$ cat src/rtl/hexseq_pkg.sv
// Shared types and constants for the hex digit sequencer: FSM state encoding,
// nibble width/reset value and the modulo-16 step helpers.
package hexseq_pkg;

  localparam int NIBBLE_W = 4;
  localparam logic [NIBBLE_W-1:0] NIBBLE_RST = 4'h0;
  localparam logic [NIBBLE_W-1:0] NIBBLE_ONE = 4'h1;

  typedef enum logic [1:0] {
    IDLE  = 2'd0,
    RUN   = 2'd1,
    STALL = 2'd2
  } hexseq_state_e;

  // Modulo-16 step; the natural 4-bit overflow gives F->0 and 0->F.
  function automatic logic [NIBBLE_W-1:0] step_nibble(input logic [NIBBLE_W-1:0] v,
                                                      input logic up);
    return up ? (v + NIBBLE_ONE) : (v - NIBBLE_ONE);
  endfunction

  function automatic logic step_wraps(input logic [NIBBLE_W-1:0] v, input logic up);
    return up ? (v == {NIBBLE_W{1'b1}}) : (v == {NIBBLE_W{1'b0}});
  endfunction

endpackage

$ cat src/rtl/hexseq_prescaler.sv
// Emission-slot prescaler: counts 0..PRESCALE-1 while enabled, tc flags the
// last cycle of a slot. clear has priority and parks the counter at 0.
module hexseq_prescaler #(
  parameter int PRESCALE = 4
) (
  input  logic clk,
  input  logic rst_n,
  input  logic clear,
  input  logic enable,
  output logic tc
);

  localparam int CNT_W = (PRESCALE > 1) ? $clog2(PRESCALE) : 1;
  localparam logic [CNT_W-1:0] LAST = CNT_W'(PRESCALE - 1);
  localparam logic [CNT_W-1:0] CNT_ONE = CNT_W'(1);

  logic [CNT_W-1:0] cnt_q;

  assign tc = (cnt_q == LAST);

  always_ff @(posedge clk or negedge rst_n) begin
    if (!rst_n) begin
      cnt_q <= '0;
    end else if (clear) begin
      cnt_q <= '0;
    end else if (enable) begin
      cnt_q <= tc ? '0 : (cnt_q + CNT_ONE);
    end
  end

endmodule

$ cat src/rtl/hex_digit_sequencer.sv
// Steps a hex nibble up/down once per emission slot and offers it to a segment
// decoder over valid/ready. Optional wrap_pulse output: define HEXSEQ_WRAP_PULSE_EN.
module hex_digit_sequencer
  import hexseq_pkg::*;
#(
  parameter int PRESCALE = 4
) (
  input  logic                clk,
  input  logic                rst_n,
  input  logic                start,
  input  logic                stop,
  input  logic                dir,
  input  logic                load,
  input  logic [NIBBLE_W-1:0] load_val,
  input  logic                out_ready,
  output logic                out_valid,
`ifdef HEXSEQ_WRAP_PULSE_EN
  output logic                wrap_pulse,
`endif
  output logic                out_d1,
  output logic                out_d2,
  output logic                out_d3,
  output logic                out_d4
);

  // Handshake: a transfer happens on a rising edge where out_valid && out_ready;
  // while out_valid is high and out_ready is low the nibble is held stable.

  hexseq_state_e       state_q, state_d;
  logic [NIBBLE_W-1:0] count_q, count_d;
  logic                valid_q, valid_d;
  logic                ps_clear;
  logic                ps_enable;
  logic                ps_tc;
  logic                transfer;

  assign transfer  = (state_q == STALL) && out_ready;
  assign ps_enable = (state_q == RUN);

  hexseq_prescaler #(
    .PRESCALE(PRESCALE)
  ) u_prescaler (
    .clk   (clk),
    .rst_n (rst_n),
    .clear (ps_clear),
    .enable(ps_enable),
    .tc    (ps_tc)
  );

  always_ff @(posedge clk or negedge rst_n) begin
    if (!rst_n) begin
      state_q <= IDLE;
      count_q <= NIBBLE_RST;
      valid_q <= 1'b0;
    end else begin
      state_q <= state_d;
      count_q <= count_d;
      valid_q <= valid_d;
    end
  end

  always_comb begin
    state_d  = state_q;
    count_d  = count_q;
    valid_d  = valid_q;
    ps_clear = 1'b0;
    case (state_q)
      IDLE: begin
        ps_clear = 1'b1;
        valid_d  = 1'b0;
        if (load) count_d = load_val;
        if (start && !stop) state_d = RUN;
      end
      RUN: begin
        if (stop) begin
          ps_clear = 1'b1;
          state_d  = IDLE;
        end else if (ps_tc) begin
          valid_d = 1'b1;
          state_d = STALL;
        end
      end
      STALL: begin
        // A transfer always steps, even when stop arrives on the same edge.
        if (transfer) begin
          valid_d  = 1'b0;
          count_d  = step_nibble(count_q, dir);
          ps_clear = 1'b1;
          state_d  = stop ? IDLE : RUN;
        end else if (stop) begin
          valid_d = 1'b0;
          state_d = IDLE;
        end
      end
      default: begin
        valid_d = 1'b0;
        state_d = IDLE;
      end
    endcase
  end

`ifdef HEXSEQ_WRAP_PULSE_EN
  always_ff @(posedge clk or negedge rst_n) begin
    if (!rst_n) begin
      wrap_pulse <= 1'b0;
    end else begin
      wrap_pulse <= transfer && step_wraps(count_q, dir);
    end
  end
`endif

  assign out_valid = valid_q;
  assign out_d1    = count_q[3];
  assign out_d2    = count_q[2];
  assign out_d3    = count_q[1];
  assign out_d4    = count_q[0];

endmodule

$ cat config.mk
export PLATFORM = sky130hd
export DESIGN_NAME = hex_digit_sequencer
export DESIGN_NICKNAME = d
export VERILOG_FILES = /design/src/rtl/hexseq_pkg.sv /design/src/rtl/hexseq_prescaler.sv /design/src/rtl/hex_digit_sequencer.sv
export SDC_FILE = /design/constraint.sdc
export NUM_CORES = 1
export LEC_CHECK = 0
export CAP_MARGIN = 10
export CORE_AREA = 2 2 39 41
export CTS_CLUSTER_SIZE = 12
export DETAILED_ROUTE_END_ITERATION = 8
export DIE_AREA = 0 0 41 43
export HOLD_SLACK_MARGIN = 0.02
export PLACE_DENSITY = 0.78
export RECOVER_POWER = 50
export SYNTH_ARGS = -nofsm -noshare
export SYNTH_HDL_FRONTEND = slang
export SYNTH_HIERARCHICAL = 1
export SYNTH_SLANG_ARGS = --single-unit
$ cat constraint.sdc
create_clock -name clk -period 2.9 [get_ports clk]
set_input_delay 0.435 -clock clk [delete_from_list [all_inputs] [get_ports clk]]
set_output_delay 0.435 -clock clk [all_outputs]
set_load 0.1 [all_outputs]
==> impl_metrics.yaml, run 1 <==
routing:
  wl_per_cell_um: 11.6
  drc_errors: 0
  firstDrtPassIters: 4
  viasPerCell: 5.26
  drt-total-wl_mm: 1.11
  vias: 505
  first_iter_violations: 5
  ant_nets: 0
timing:
  finalCriticalPeriod_ps: 1990
  relSlewSlack_pct: 71.2
  fmax_mhz: 503
  fin_ws_ps: 913
  worstMarginPinSlew_ps: 431
  skew_ps: 8.30
  tns_ps: 0
  setup_viol: 0
  rsz0062_at_grt: "false"
  drv_slew: 0
  hold_viol_final: 0
  period_share_pct: 68.5
placed_design:
  place_worst_setup_slack_ps: 600
  portBuffers: 15
  placed_area_um2: 739
  gp_congestion: 0.662
  dp_hpwl_um: 866
grt:
  grt_usage_pct: 15.9
  overflow: 0
  grt_pass1_wl_mm: 1.89
  grt_antenna_before_repair: 0
  grt_max_degree: 10
  grt_pass1_vias: 461
flow_run:
  maxCapViolCount: 0
finish:
  final_cell_mix: "dfrtp_1 (9), clkdlybuf4s50_1 (8), mux2i_1 (6), nor2_1 (6)"
  drive_gt1_share_pct: 12.5
  diodes: 0
  nNetsFinal: 96
  syn_to_final_growth_pct: 25.9
  fin_util_pct: 55.3
  final_common_cell: "dfrtp_1"
  finalInstanceArea_um2: 766
pwr:
  finalPower_w: 0.000383
  p_per_area_nw_per_um2: 501
  p_leak_nw: 0.358
  vdd_ir_drop_max_uv: 274
clocking:
  clk_pin_slew_worst_paths_ps: 70
  hold_buffers: 0
  cts_buffers: 3
  cts_root_buf: "clkbuf_4"
  cts_resized: 0
  clock_latency_ps: 270
  cts.sinks: 9
  ctsHtreeMaxLevel: 1
  cts_tree: "done"
  postCtsSetupRepairBufs: 0
  clock_path_buffers: 2
floorplan:
  dieWidth_um: 41
  num_rows: 14
  die_area_um2: 1760
  core_um2: 1380
  die_h_um: 43
  io_pins: 16
  start_util_pct: 43.9
worst_setup_path:
  r2r_setup_slack_ps: 1340
  cp-start-kind: "input pin"
  worstReg2RegStart: "count_q[1]"
  required_ps: 3050
  critPathMaxStageDelay_ps: 540
  arrival_ps: 2140
  crit_path_max_fanout: 4
  r2r_cells: 5
  path_cells: "clkdlybuf4s50_1 -> inv_1 -> ha_1 -> a21o_1 -> a21oi_1 -> mux2i_1 -> o211ai_2"
  cp-end-kind: "register"
  cp_slowest_cell: "clkdlybuf4s50_1"
  criticalPathCategory: "input pin to register"
  r2r_end: "count_q[3]"
logic_synthesis:
  yosys.area.top_type: "dfrtp_1"
  syn_area_per_cell_um2: 9.50
  ys_seq_area_share_pct: 37.0
  synth_cell_types: 26
  synthesis.nets: 79
  synth-seq-cells: 9
  syn_inst: 64
  yosysWarnings: 6
  synthTopCellsByArea: "dfrtp_1 (37%), mux2i_1 (9.9%), ha_1 (6.2%)"
  yosysTopAreaCellShare_pct: 37.0
  netlist_area_um2: 608
worst_hold_path:
  min_from: "u_prescaler/cnt_q[1]"
  min-delay-path-class: "register to register"
  holdPathStages: 2
  min_to: "u_prescaler/cnt_q[1]"
run_status:
  status: "finished clean"
cells in the mapped netlist (all sizes together):
| master | count |
|---|---|
| nor2 | 6 |
| a22oi | 1 |
| o211ai | 1 |
| nor3b | 1 |
| o21ai | 4 |
| dfrtp | 9 |
| nor4b | 1 |
| a21o | 1 |
| or3 | 1 |
| or2 | 1 |
| a21oi | 6 |
| clkbuf | 1 |
| nand2b | 3 |
| ha | 3 |
| nor2b | 1 |
| or2b | 1 |
| fa | 1 |
| o22a | 1 |
| nor3 | 1 |
| mux2i | 6 |
| xnor2 | 2 |
| or3b | 1 |
| buf | 2 |
| nand2 | 5 |
| inv | 4 |
final cells by class:
type,instances,area (um^2)
timing repair buffer,15,138
tap,16,20.0
fill,140,618
multi-input combinational,48,342
inverter,4,15.0
sequential,9,225
clock buffer,4,26.3
cells by family (layout without fill, tap and decap cells):
family          after synthesis  in the layout  share of synthesized area, %
fa+ha+maj                     4              4                          9.47
buf+inv                       7             23                          6.79
compound gates               14             14                          14.8
mux                           6              6                          9.88
flops                         9              9                          37.0
simple gates                 22             22                          19.1
xor+xnor                      2              2                          2.88
metrics by stage:
step                      hold slack (ps)  std cells
after global placement                504         92
after global routing                  557         96
final                                 524         96
after floorplan                       139         64
after detailed placement              506         92
after CTS                             478         96
worst max-delay path, delay by kind of cell:
family | cells | cell delay, ps
mux | 1 | 250
fa+ha+maj | 1 | 300
buf+inv | 2 | 650
compound gates | 3 | 500
metal layers:
metal	GRT usage, %	vias to the layer above	wire length, um
met5	0	-	0
met4	8.00	0	19
met3	4.71	2	82
met2	24.1	19	506
met1	19.6	235	501
li1	-	249	-
power by group:
part,switching (W),leakage [nW],internal (W)
logic,0.0000907,0.226,0.0000465
clock network,0.0000467,0.0150,0.0000531
registers,0.0000116,0.118,0.000135
flip-flops by register name, summed over array words and instances, names as in the netlist:
register / flops
out_valid: 1
state_q: 2
u_prescaler/cnt_q: 2
count_q: 4
worst max-delay path by stage:
stage                           from         end  cells after the start
final                            dir  count_q[3]                      7
after detailed placement         dir  count_q[3]                      7
after global placement           dir  count_q[3]                      7
after floorplan           count_q[1]  count_q[3]                      5
after global routing             dir  count_q[3]                      7
after CTS                        dir  count_q[3]                      7
(Power assumes the default switching activity.)
==> run 2, diff against run 1 <==
Settings changed: CORE_AREA 2 2 39 41 to default, CORE_MARGIN from default to 2, CORE_UTILIZATION from default to 41, DIE_AREA 0 0 41 43 to default, PLACE_DENSITY 0.78 to 0.74.
Clock period 2.9 ns to 1.7 ns, I/O delays scaled along.
==> run 2 against run 1 <==
- sequential power increased by 75%
- critical endpoint unchanged
- via count down 2.2%
- combinational power is 120% higher
- core utilization rose by 9.1 points
- clock power grew 66%
- routed wire length up 3.9%
==> impl_metrics.yaml, run 2 (synthesis results as in run 1) <==
worst_setup_path:
  cp_slowest_cell: "clkdlybuf4s50_1"
  cp-end-kind: "register"
  cp-endpoint: "count_q[3]"
  worstReg2RegStart: "count_q[1]"
  r2r_setup_slack_ps: 180
  cp-start-kind: "input pin"
  crit_path_max_fanout: 3
  r2r_cells: 5
  arrival_ps: 1760
  path_cells: "clkdlybuf4s50_1 -> inv_1 -> ha_1 -> a21o_1 -> a21oi_2 -> mux2i_1 -> o211ai_2"
  startpoint: "dir"
  critPathMaxStageDelay_ps: 480
  criticalPathCategory: "input pin to register"
  r2r_end: "count_q[3]"
  required_ps: 1840
clocking:
  cts_buffers: 3
  cts_resized: 0
  cts_tree: "done"
  clock_latency_ps: 260
  postCtsSetupRepairBufs: 0
  cts_root_buf: "clkbuf_4"
  hold_buffers: 0
  ctsHtreeMaxLevel: 1
  cts.sinks: 9
  clock_path_buffers: 2
  clk_pin_slew_worst_paths_ps: 70
finish:
  diodes: 0
  largest_reg_flops: 4
  fillers: 114
  regArea_um2: 231
  multi_input_area_um2: 348
  nNetsFinal: 102
  final_common_cell: "clkdlybuf4s50_1"
  finalInstanceArea_um2: 870
  reg.largest.list: "count_q (4), state_q (2), u_prescaler/cnt_q (2)"
  syn_to_final_growth_pct: 43.0
  top_register: "count_q"
  drive_gt1_share_pct: 24.4
  final_cell_mix: "clkdlybuf4s50_1 (9), mux2i_1 (6), nor2_1 (6), dfrtp_1 (6), buf_4 (6)"
pwr:
  p_per_area_nw_per_um2: 825
  p_leak_nw: 0.399
  vdd_ir_drop_max_uv: 503
  power.switching_w: 0.000262
  p_comb_share_pct: 41.1
  clkPwrFrac_pct: 23.1
  swShare_pct: 36.6
  pwr-share-seq_pct: 35.7
  internal_power_w: 0.000455
timing:
  hold_viol_final: 0
  hold_slack_ps: 370
  fmax_mhz: 617
  worstMarginPinSlew_ps: 538
  period_share_pct: 95.4
  relSlewSlack_pct: 64.3
  fin_ws_ps: 78.5
  finalCriticalPeriod_ps: 1620
  setup_viol: 0
  skew_ps: 5.03
  drv_slew: 0
flow_run:
  maxCapViolCount: 0
placed_design:
  portBuffers: 15
  place_worst_setup_slack_ps: -276
  dp_hpwl_um: 922
  gp_congestion: 0.750
  placed_area_um2: 852
grt:
  grt_usage_pct: 14.4
  grt_max_degree: 10
  grt_pass1_wl_mm: 1.96
  grt_pass1_vias: 458
  overflow: 0
  grt_antenna_before_repair: 0
routing:
  firstDrtPassIters: 3
  vias: 494
  drc_errors: 0
  first_iter_violations: 9
  viasPerCell: 4.89
  wl_per_cell_um: 11.4
  ant_nets: 0
  drt-total-wl_mm: 1.15
floorplan:
  die_area_um2: 1810
  io_pins: 16
  core_um2: 1350
  die_h_um: 42.5
  start_util_pct: 45.0
  dieWidth_um: 42.5
  num_rows: 13
run_status:
  status: "finished clean"
worst_hold_path:
  min-delay-path-class: "input pin to asynchronous set/reset pin"
[run 2: critical path: cells and delay by family]
kind                       cells  cell delay [ps]
muxes                          1              230
buffers and inverters          2              550
AOI/OAI and AO/OA              3              430
adders and majority gates      1              290
[run 2: power by group through the flow]
stage	Clock, W	Sequential, W	Combinational [W]
after detailed placement	0	0.000261	0.000293
after floorplan	0	0.000351	0.0000779
final	0.000166	0.000256	0.000295
after global placement	0	0.000260	0.000289
after global routing	0.000181	0.000260	0.000315
after CTS	0.000170	0.000257	0.000293
[run 2: layout make-up]
cell class / count / area share [%]
Multi-Input combinational cell: 48 / 40.0
Inverter: 4 / 1.73
Tap cell: 15 / 2.16
Timing Repair Buffer: 21 / 26.5
Sequential cell: 9 / 26.6
Clock buffer: 4 / 3.02
[run 2: how the worst min path moves through the flow]
stage                         start              endpoint  slack (ps)  depth (start not counted)
2_1_floorplan                 rst_n            count_q[0]         -40                          0
3_3_place_gp   u_prescaler/cnt_q[1]  u_prescaler/cnt_q[1]         510                          2
3_5_place_dp   u_prescaler/cnt_q[1]  u_prescaler/cnt_q[1]         520                          2
4_1_cts                       rst_n            state_q[0]         310                          1
5_1_grt                       rst_n            state_q[0]         390                          1
6_report                      rst_n            state_q[0]         370                          1
[run 2: per-stage QoR]
stage,cells,setup TNS [ps],utilization [%],power [W]
final,101,0,64.4,0.000717
after global routing,101,-7.81,64.4,0.000757
after CTS,101,0,65.1,0.000720
after detailed placement,97,-572,63.1,0.000554
after global placement,97,-448,63.1,0.000549
after floorplan,64,-62.8,-,0.000429
[run 2: metal layers]
layer | GRT usage, % | share of wire, %
met2 | 22.2 | 46
met5 | 0 | 0
met1 | 18.7 | 49
met4 | 5.63 | 0
met3 | 4.31 | 4.8
